==> src/rtl/io_port_if.sv <==
// io_bus responder-side bundle: debounced switch value and pulses toward the CPU,
// CPU LED register value toward the board-side port.
interface io_port_if #(
    parameter int WIDTH = 4
) ();
    logic [WIDTH-1:0] switch;
    logic [WIDTH-1:0] switch_changed;
    logic [WIDTH-1:0] led;

    modport master (input switch, input switch_changed, output led);
    modport slave  (output switch, output switch_changed, input led);
endinterface

==> src/rtl/io_port.sv <==
// Board-side io_bus responder: synchronizes and debounces the raw switch pins for the
// CPU, and registers the CPU LED value onto the board LED pins.
module io_port #(
    parameter int WIDTH           = 4,
    parameter int SYNC_STAGES     = 2,
    parameter int DEBOUNCE_CYCLES = 50000,
    parameter bit LED_ACTIVE_LOW  = 1'b0
) (
    input  logic             clk,
    input  logic             reset,
    input  logic [WIDTH-1:0] switch_raw,
    output logic [WIDTH-1:0] led_pin,
    io_port_if.slave         bus
);
    localparam int CNT_W = (DEBOUNCE_CYCLES > 1) ? $clog2(DEBOUNCE_CYCLES + 1) : 1;
    localparam logic [CNT_W-1:0] TERMINAL = CNT_W'(DEBOUNCE_CYCLES - 1);

    logic [WIDTH-1:0] sync_q [SYNC_STAGES];
    logic [WIDTH-1:0] sync_d [SYNC_STAGES];
    logic [CNT_W-1:0] cnt_q  [WIDTH];
    logic [CNT_W-1:0] cnt_d  [WIDTH];
    logic [WIDTH-1:0] switch_q, switch_d;
    logic [WIDTH-1:0] changed_q, changed_d;
    logic [WIDTH-1:0] led_pin_q, led_pin_d;
    logic [WIDTH-1:0] sync_s;

    assign sync_s = sync_q[SYNC_STAGES-1];

    always_comb begin
        sync_d[0] = switch_raw;
        for (int k = 1; k < SYNC_STAGES; k++) begin
            sync_d[k] = sync_q[k-1];
        end
    end

    // Any return to the accepted value before terminal count throws the count away.
    always_comb begin
        switch_d  = switch_q;
        changed_d = '0;
        for (int i = 0; i < WIDTH; i++) begin
            cnt_d[i] = cnt_q[i];
            if (sync_s[i] == switch_q[i]) begin
                cnt_d[i] = '0;
            end else if (cnt_q[i] >= TERMINAL) begin
                switch_d[i]  = sync_s[i];
                changed_d[i] = 1'b1;
                cnt_d[i]     = '0;
            end else begin
                cnt_d[i] = cnt_q[i] + CNT_W'(1);
            end
        end
    end

    always_comb begin
        led_pin_d = LED_ACTIVE_LOW ? ~bus.led : bus.led;
    end

    always_ff @(posedge clk) begin
        if (reset) begin
            for (int k = 0; k < SYNC_STAGES; k++) begin
                sync_q[k] <= '0;
            end
            for (int i = 0; i < WIDTH; i++) begin
                cnt_q[i] <= '0;
            end
            switch_q  <= '0;
            changed_q <= '0;
            led_pin_q <= LED_ACTIVE_LOW ? '1 : '0;
        end else begin
            for (int k = 0; k < SYNC_STAGES; k++) begin
                sync_q[k] <= sync_d[k];
            end
            for (int i = 0; i < WIDTH; i++) begin
                cnt_q[i] <= cnt_d[i];
            end
            switch_q  <= switch_d;
            changed_q <= changed_d;
            led_pin_q <= led_pin_d;
        end
    end

    assign bus.switch         = switch_q;
    assign bus.switch_changed = changed_q;
    assign led_pin            = led_pin_q;
endmodule
==> src/flat_wrapper.sv <==
// flat-port wrapper written by rule: the top's interface ports become plain ports
module io_port_flat 
#(
    parameter int WIDTH           = 4,
    parameter int SYNC_STAGES     = 2,
    parameter int DEBOUNCE_CYCLES = 50000,
    parameter bit LED_ACTIVE_LOW  = 1'b0
)
  (clk, reset, switch_raw, led_pin, bus_switch, bus_switch_changed, bus_led);
  io_port_if #(.WIDTH(WIDTH)) bus_i ();
  input  logic clk;
  input  logic reset;
  input  logic [WIDTH-1:0] switch_raw;
  output logic [WIDTH-1:0] led_pin;
  output wire logic [$bits(bus_i.switch)-1:0] bus_switch;
  output wire logic [$bits(bus_i.switch_changed)-1:0] bus_switch_changed;
  input wire logic [$bits(bus_i.led)-1:0] bus_led;
  assign bus_switch = bus_i.switch;
  assign bus_switch_changed = bus_i.switch_changed;
  assign bus_i.led = bus_led;
  io_port #(.WIDTH(WIDTH), .SYNC_STAGES(SYNC_STAGES), .DEBOUNCE_CYCLES(DEBOUNCE_CYCLES), .LED_ACTIVE_LOW(LED_ACTIVE_LOW)) u_core (.clk(clk), .reset(reset), .switch_raw(switch_raw), .led_pin(led_pin), .bus(bus_i));
endmodule
==> config.mk <==
export PLATFORM = sky130hd
export DESIGN_NAME = io_port_flat
export DESIGN_NICKNAME = d
export VERILOG_FILES = /design/src/rtl/io_port_if.sv /design/src/rtl/io_port.sv /design/src/flat_wrapper.sv
export SDC_FILE = /design/constraint.sdc
export NUM_CORES = 1
export LEC_CHECK = 0
export CAP_MARGIN = 20
export CORE_MARGIN = 2
export CORE_UTILIZATION = 63
export CTS_BUF_LIST = sky130_fd_sc_hd__clkbuf_4 sky130_fd_sc_hd__clkbuf_8 sky130_fd_sc_hd__clkbuf_16
export DETAILED_ROUTE_END_ITERATION = 16
export MAX_ROUTING_LAYER = met4
export PLACE_DENSITY = 0.91
export SLEW_MARGIN = 15
export SYNTH_ARGS = -nofsm -noshare
export SYNTH_HDL_FRONTEND = slang
export SYNTH_SLANG_ARGS = --single-unit
==> constraint.sdc <==
create_clock -name clk -period 3.2 [get_ports clk]
set_clock_uncertainty 0.05 [all_clocks]
set_input_delay 0.48 -clock clk [delete_from_list [all_inputs] [get_ports clk]]
set_output_delay 0.48 -clock clk [all_outputs]
set_load 0.02 [all_outputs]
==> out/qor.csv <==
metric,value,unit
Die Height,77.9,um
reg2reg path depth,5,
core outline area,5200,um2
Crit-path slowest cell,a2111oi_0,
Yosys top cell by area,dfxtp_1,
Critical Path Source,u_core.cnt_q[2][0],
R2R Path Start,u_core.cnt_q[2][0],
HPWL after DPL,4680,um
gate count of the mapped netlist,387,
total clock sinks,84,
Switching Fraction,21.2,%
RePlAce Congestion,0.890,
VDD IR max,0.000381,V
Worst Setup End Kind,flop,
Critical path buffers and inverters,0,
H-tree depth,3,
final design utilization,75.4,%
Area Overhead vs Synth,14.1,%
setup TNS,0,ns
RSZ-0062 raised after global routing,false,
Final Hold Vio Count,0,
Hold Path Class,reg2reg,
Slew Limit Fails,0,
startpoint types,flop,
final period utilization,69.2,%
CTS root buffer,clkbuf_8,
nets,425,
Synth top cells by count,"dfxtp_1, nor2_1, xnor2_1",
Post-CTS Repair Setup Buffers,0,
synth unique cells,33,
"Top FF cell, synth",dfxtp_1,
post-cts resize count,0,
worst flop-to-flop path endpoint,u_core.cnt_q[2][4],
Mapped Nets,401,
pre-CTS WS,0.931,ns
clock latency on the worst-skew pair,0.35,ns
Max-Slew Margin vs Limit,52.6,%
crit path kind,reg2reg,
f_max,452,MHz
Comb power frac,2.3,%
WP data required,3.37,ns
Final Critical Period,2.21,ns
total track usage,25.3,%
Post-synth EDFFs,0,
wire length per cell,14.0,um
r2r setup slk,0.99,ns
Slew @ Worst Pin,0.693,ns
worst-path fanout max,16,
chip width,77.9,um
initial antenna violation count,0,
first-pass GRT wire length,12000,um
Initial Util,66.1,%
"delay-heaviest family, CP",simple AND/OR/NAND/NOR gates,
Psw,0.000409,W
end of the critical path,u_core.cnt_q[2][4],
final setup margin,0.985,ns
Power Internal,0.00152,W
CP peak stage delay,0.66,ns
total CTS buffers,9,
share of cells above drive strength 1,5.29,%
hold buffers post-CTS,0,
Worst EP arrival,2.39,ns
Max Cap Violations,0,
part of the power in registers,54.8,%
die area,6070,um2
Pwr Density,491,nW/um2
post-synth top area share,48.9,%
Total Wirelength,6830,um
vias in the first global route,2723,
CTS max path bufs,2,
sequential share of the synthesized area,48.9,%
# DRC,0,
I/O Buffers,21,
First-pass DRT Iterations,5,
row cnt,26,
Synth Cell Area,3440,um2
I/O pin count,22,
Antenna diodes,0,
via count,2773,
Setup-failing EPs final,0,
CP cell instances,"ha_1, nand3_1, a2111oi_0, or4_1, nor2_1",
clock power share,42.8,%
Lkg Pwr,1.21,nW
Yosys warnings,0,
run status,"complete, no violations",
ANT nets after route,0,
CTS tree,built,
async set-reset flop share out of synthesis,0,%
Avg Vias per Cell,5.71,
largest net degree at the start of global routing,17,
Total Power,0.00193,W
Critical Path Stages,5,
"FF+latch count, synth",84,
clk slew on worst S/H paths,0.09,ns
Synth area leaders,"dfxtp_1, xnor2_1, nor2_1",
1st-iter DRT viols,144,
GR Overflow Total,0,
most frequent cell after synthesis,dfxtp_1,
"Avg Cell Area, Syn",8.89,um2
## flip-flops by register name (all words and copies together), names as in the netlist
signal / cells
u_core.cnt_q: 64
u_core.bus.switch_changed: 4
u_core.sync_q: 8
u_core.bus.switch: 4
u_core.led_pin: 4
## power groups by stage
stage / registers [W] / clock network (W) / logic [W]
finish: 0.00106 / 0.000826 / 0.0000446
detailed placement: 0.00108 / 0 / 0.0000442
floorplan: 0.00108 / 0 / 0.0000200
global route: 0.00106 / 0.000884 / 0.0000480
global placement: 0.00108 / 0 / 0.0000425
CTS: 0.00106 / 0.000834 / 0.0000448
## through the flow
step / hold WS, ns / instances / instance area [um2]
finish: 0.400 / 486 / 3930
global route: 0.427 / 486 / 3930
CTS: 0.407 / 486 / 3930
detailed placement: 0.390 / 470 / 3700
global placement: 0.367 / 470 / 3700
floorplan: 0.364 / 387 / 3440
## area by class of cell
cell class              count  area [um2]
clock buffers               9         124
clock inverters             7        98.8
fillers                   354        1280
inverters                  13        48.8
multi-input cells         280        1660
flip-flops and latches     84        1680
well taps                  70        87.6
repair buffers             23         225
## layer usage
layer,global-route usage (%),share of wire [%]
met1,29.2,43
met2,42.9,50
met3,6.40,4.2
met4,8.42,2.1
met5,-,0
## how the worst min path moves through the flow
stage                     cells past startpoint  slack, ns                 from                   to
after detailed placement                      1       0.39  u_core.sync_q[0][2]  u_core.sync_q[0][6]
after global placement                        1       0.37  u_core.sync_q[0][0]  u_core.sync_q[0][4]
after CTS                                     1       0.41  u_core.sync_q[0][2]  u_core.sync_q[0][6]
after global routing                          1       0.43  u_core.sync_q[0][2]  u_core.sync_q[0][6]
final                                         1       0.40  u_core.sync_q[0][2]  u_core.sync_q[0][6]
after floorplan                               1       0.36  u_core.sync_q[0][0]  u_core.sync_q[0][4]
## placed cells by master, fill, tap and decap left out, types with 2 or more instances in the layout
cell type,instances
dfxtp_1,84
nor2_1,75
xnor2_1,40
nand3_1,23
nor3_1,23
clkdlybuf4s50_1,21
nand4_1,16
nand2_1,13
inv_1,13
xor2_1,13
nor2b_1,12
nor4_1,9
clkbuf_8,9
and3_1,7
o21ai_0,6
or4_1,5
or3_1,5
a21oi_1,5
nand2b_1,5
ha_1,4
or2_2,3
and2_1,3
nand4b_1,3
a211o_1,2
bufinv_16,2
clkinv_4,2
buf_4,2
## worst reg2reg max path, delay by kind of cell (launching register included)
kind            cells  cell delay (ns)
compound gates      1             0.66
simple gates        3             0.78
fa+ha+maj           1             0.23
flops               1             0.38
## cells by family (layout without fill, tap and decap cells)
group | count (synthesis) | count (layout) | share of synthesized area [%]
flip-flops | 84 | 84 | 48.9
adder cells (fa/ha/maj) | 4 | 4 | 1.45
AND/OR/NAND/NOR | 204 | 204 | 29.7
XOR/XNOR | 53 | 53 | 13.5
buffers and inverters | 23 | 52 | 2.87
multiplexers | 1 | 1 | 0.291
AO/OA/AOI/OAI | 18 | 18 | 3.35
Power figures use the tool's default switching activity.
==> patch: new RTL, same flow settings <==
`LED_ACTIVE_LOW` is set to 1'b0 in 2 places; all go to 1'b1.
--- a/src/rtl/io_port.sv
+++ b/src/rtl/io_port.sv
@@ -4,7 +4,7 @@
     parameter int WIDTH           = 4,
     parameter int SYNC_STAGES     = 2,
     parameter int DEBOUNCE_CYCLES = 50000,
-    parameter bit LED_ACTIVE_LOW  = 1'b0
+    parameter bit LED_ACTIVE_LOW  = 1'b1
 ) (
     input  logic             clk,
     input  logic             reset,
--- a/src/flat_wrapper.sv
+++ b/src/flat_wrapper.sv
@@ -4,7 +4,7 @@
     parameter int WIDTH           = 4,
     parameter int SYNC_STAGES     = 2,
     parameter int DEBOUNCE_CYCLES = 50000,
-    parameter bit LED_ACTIVE_LOW  = 1'b0
+    parameter bit LED_ACTIVE_LOW  = 1'b1
 )
   (clk, reset, switch_raw, led_pin, bus_switch, bus_switch_changed, bus_led);
   io_port_if #(.WIDTH(WIDTH)) bus_i ();
Check against the original RTL: not equivalent (Yosys sat finds a counterexample within 4 cycles, from zero or initial values and one cycle with reset high).
==> patch against the unedited design <==
Setup slack gained 52 ps; area after synthesis grew 1.4%; sequential cell count is the same; cell count is the same; critical path depth is the same; routed wire length shrank 7.3%; utilization shrank 3.6 points; die area grew 1.3%; total power shrank 5.2%; final area shrank 0.45%; critical endpoint is now u_core.cnt_q[2][5].
==> patch: results (changes against the unedited design) <==
Status
  – Outcome: completed (unchanged)

Logic synthesis
  – Sequential fraction of the synthesis area: 0.482 (was 0.489)
  – Net Count, Synth: 405 (was 401)
  – Synth cell count leaders: dfxtp_1, nor2_1, xnor2_1, nand3_1, nor3_1 (unchanged)
  – Post-Syn Instances: 391 (was 387)
  – Synth area leaders: dfxtp_1, xnor2_1, nor2_1 (unchanged)
  – Count of cell types in the netlist: 34 (was 33)

Power and ir drop
  – Max IR drop VDD: 0.241 mV (was 0.381 mV)
  – LEAKAGE: 1.19 nW (was 1.21 nW)

Route
  – Drt pass-1 iters: 4 (was 5)
  – Drt initial violations: 164 (was 144)
  – Drt wl/cell: 13.0 um (was 14.0 um)

Placed design
  – Final Wtd Congestion: 0.883 (was 0.890)
  – Placed Area: 3710 sq um (was 3700 sq um)
  – Placed wire-length estimate: 4300 um (was 4680 um)

Hold path
  – Hold Startpoint: u_core.cnt_q[1][0] (was u_core.sync_q[0][2])
  – Hold Path End: u_core.cnt_q[1][0] (was u_core.sync_q[0][6])

Global route
  – GRT Overall Usage: 0.225 (was 0.253)
  – Number of global-route vias before repair: 2,472 (was 2,723)
  – Largest net degree at the start of global routing: 22 (was 17)
  – First-pass GRT wire length: 10,700 um (was 12,000 um)

Critical path
  – Crit-path slowest cell: or4_1 (was a2111oi_0)
  – Reg2Reg Setup Slack: 1040 ps (was 990 ps)
  – Data arrival time of the worst path: 2340 ps (was 2390 ps)

Timing
  – Slew HR: 0.630 (was 0.526)

Final layout
  – Layout cells sized above 1: 0.0483 (was 0.0529)
-- patch: where the power goes --
group / switching (W) / internal [W] / leakage [nW] / total [W]
Combinational: 0.0000199 / 0.0000226 / 0.416 / 0.0000425
Sequential: 0.00000395 / 0.00105 / 0.680 / 0.00106
Clock: 0.000380 / 0.000348 / 0.0948 / 0.000728
Total: 0.000404 / 0.00142 / 1.19 / 0.00183
-- patch: metal layers --
layer / track usage / share of wire / vias to the layer above
met5: - / 0 / -
met4: 0.125 / 0.024 / 0
met3: 0.0494 / 0.040 / 15
met2: 0.359 / 0.47 / 43
met1: 0.265 / 0.46 / 1254
li1: - / - / 1375
-- patch: layout make-up --
type                       instances  area [sq um]
clock buffer                      12           165
multi-input combinational        282          1680
tap                               72          90.1
inverter                          10          37.5
clock inverter                     4          32.5
fill                             383          1530
sequential                        84          1680
timing repair buffer              22           218
-- patch: critical path, delay by kind of cell, from the launching register on --
kind	cells	cell delay (ps)
AOI/OAI and AO/OA	1	490
DFF	1	390
adders and majority gates	1	200
and+or+nand+nor	3	900
-- patch: per-stage QoR --
stage / worst slack [ps] / utilization / power (W) / hold WS, ps
after floorplan: 1410 / - / 0.00110 / 363
after global placement: 1100 / 0.682 / 0.00112 / 367
after detailed placement: 1030 / 0.682 / 0.00112 / 380
after CTS: 1050 / 0.719 / 0.00184 / 397
after global routing: 861 / 0.719 / 0.00189 / 423
final: 1040 / 0.719 / 0.00183 / 397
-- patch: worst max path at each step --
stage	startpoint	to	slack [ps]	depth (start not counted)
after floorplan	u_core.cnt_q[2][0]	u_core.cnt_q[2][12]	1410	7
after global placement	reset	u_core.cnt_q[2][12]	1100	3
after detailed placement	reset	u_core.cnt_q[0][12]	1030	5
after CTS	u_core.cnt_q[2][0]	u_core.cnt_q[2][5]	1050	5
after global routing	u_core.cnt_q[2][0]	u_core.cnt_q[2][5]	860	5
final	u_core.cnt_q[2][0]	u_core.cnt_q[2][5]	1040	5
-- patch: cell families after synthesis --
family / Yosys count / share of synthesized area
mux: 1 / 0.00287
buf+inv: 25 / 0.0352
fa+ha+maj: 4 / 0.0143
compound gates: 17 / 0.0337
flops: 84 / 0.482
simple gates: 206 / 0.296
xor+xnor: 54 / 0.136
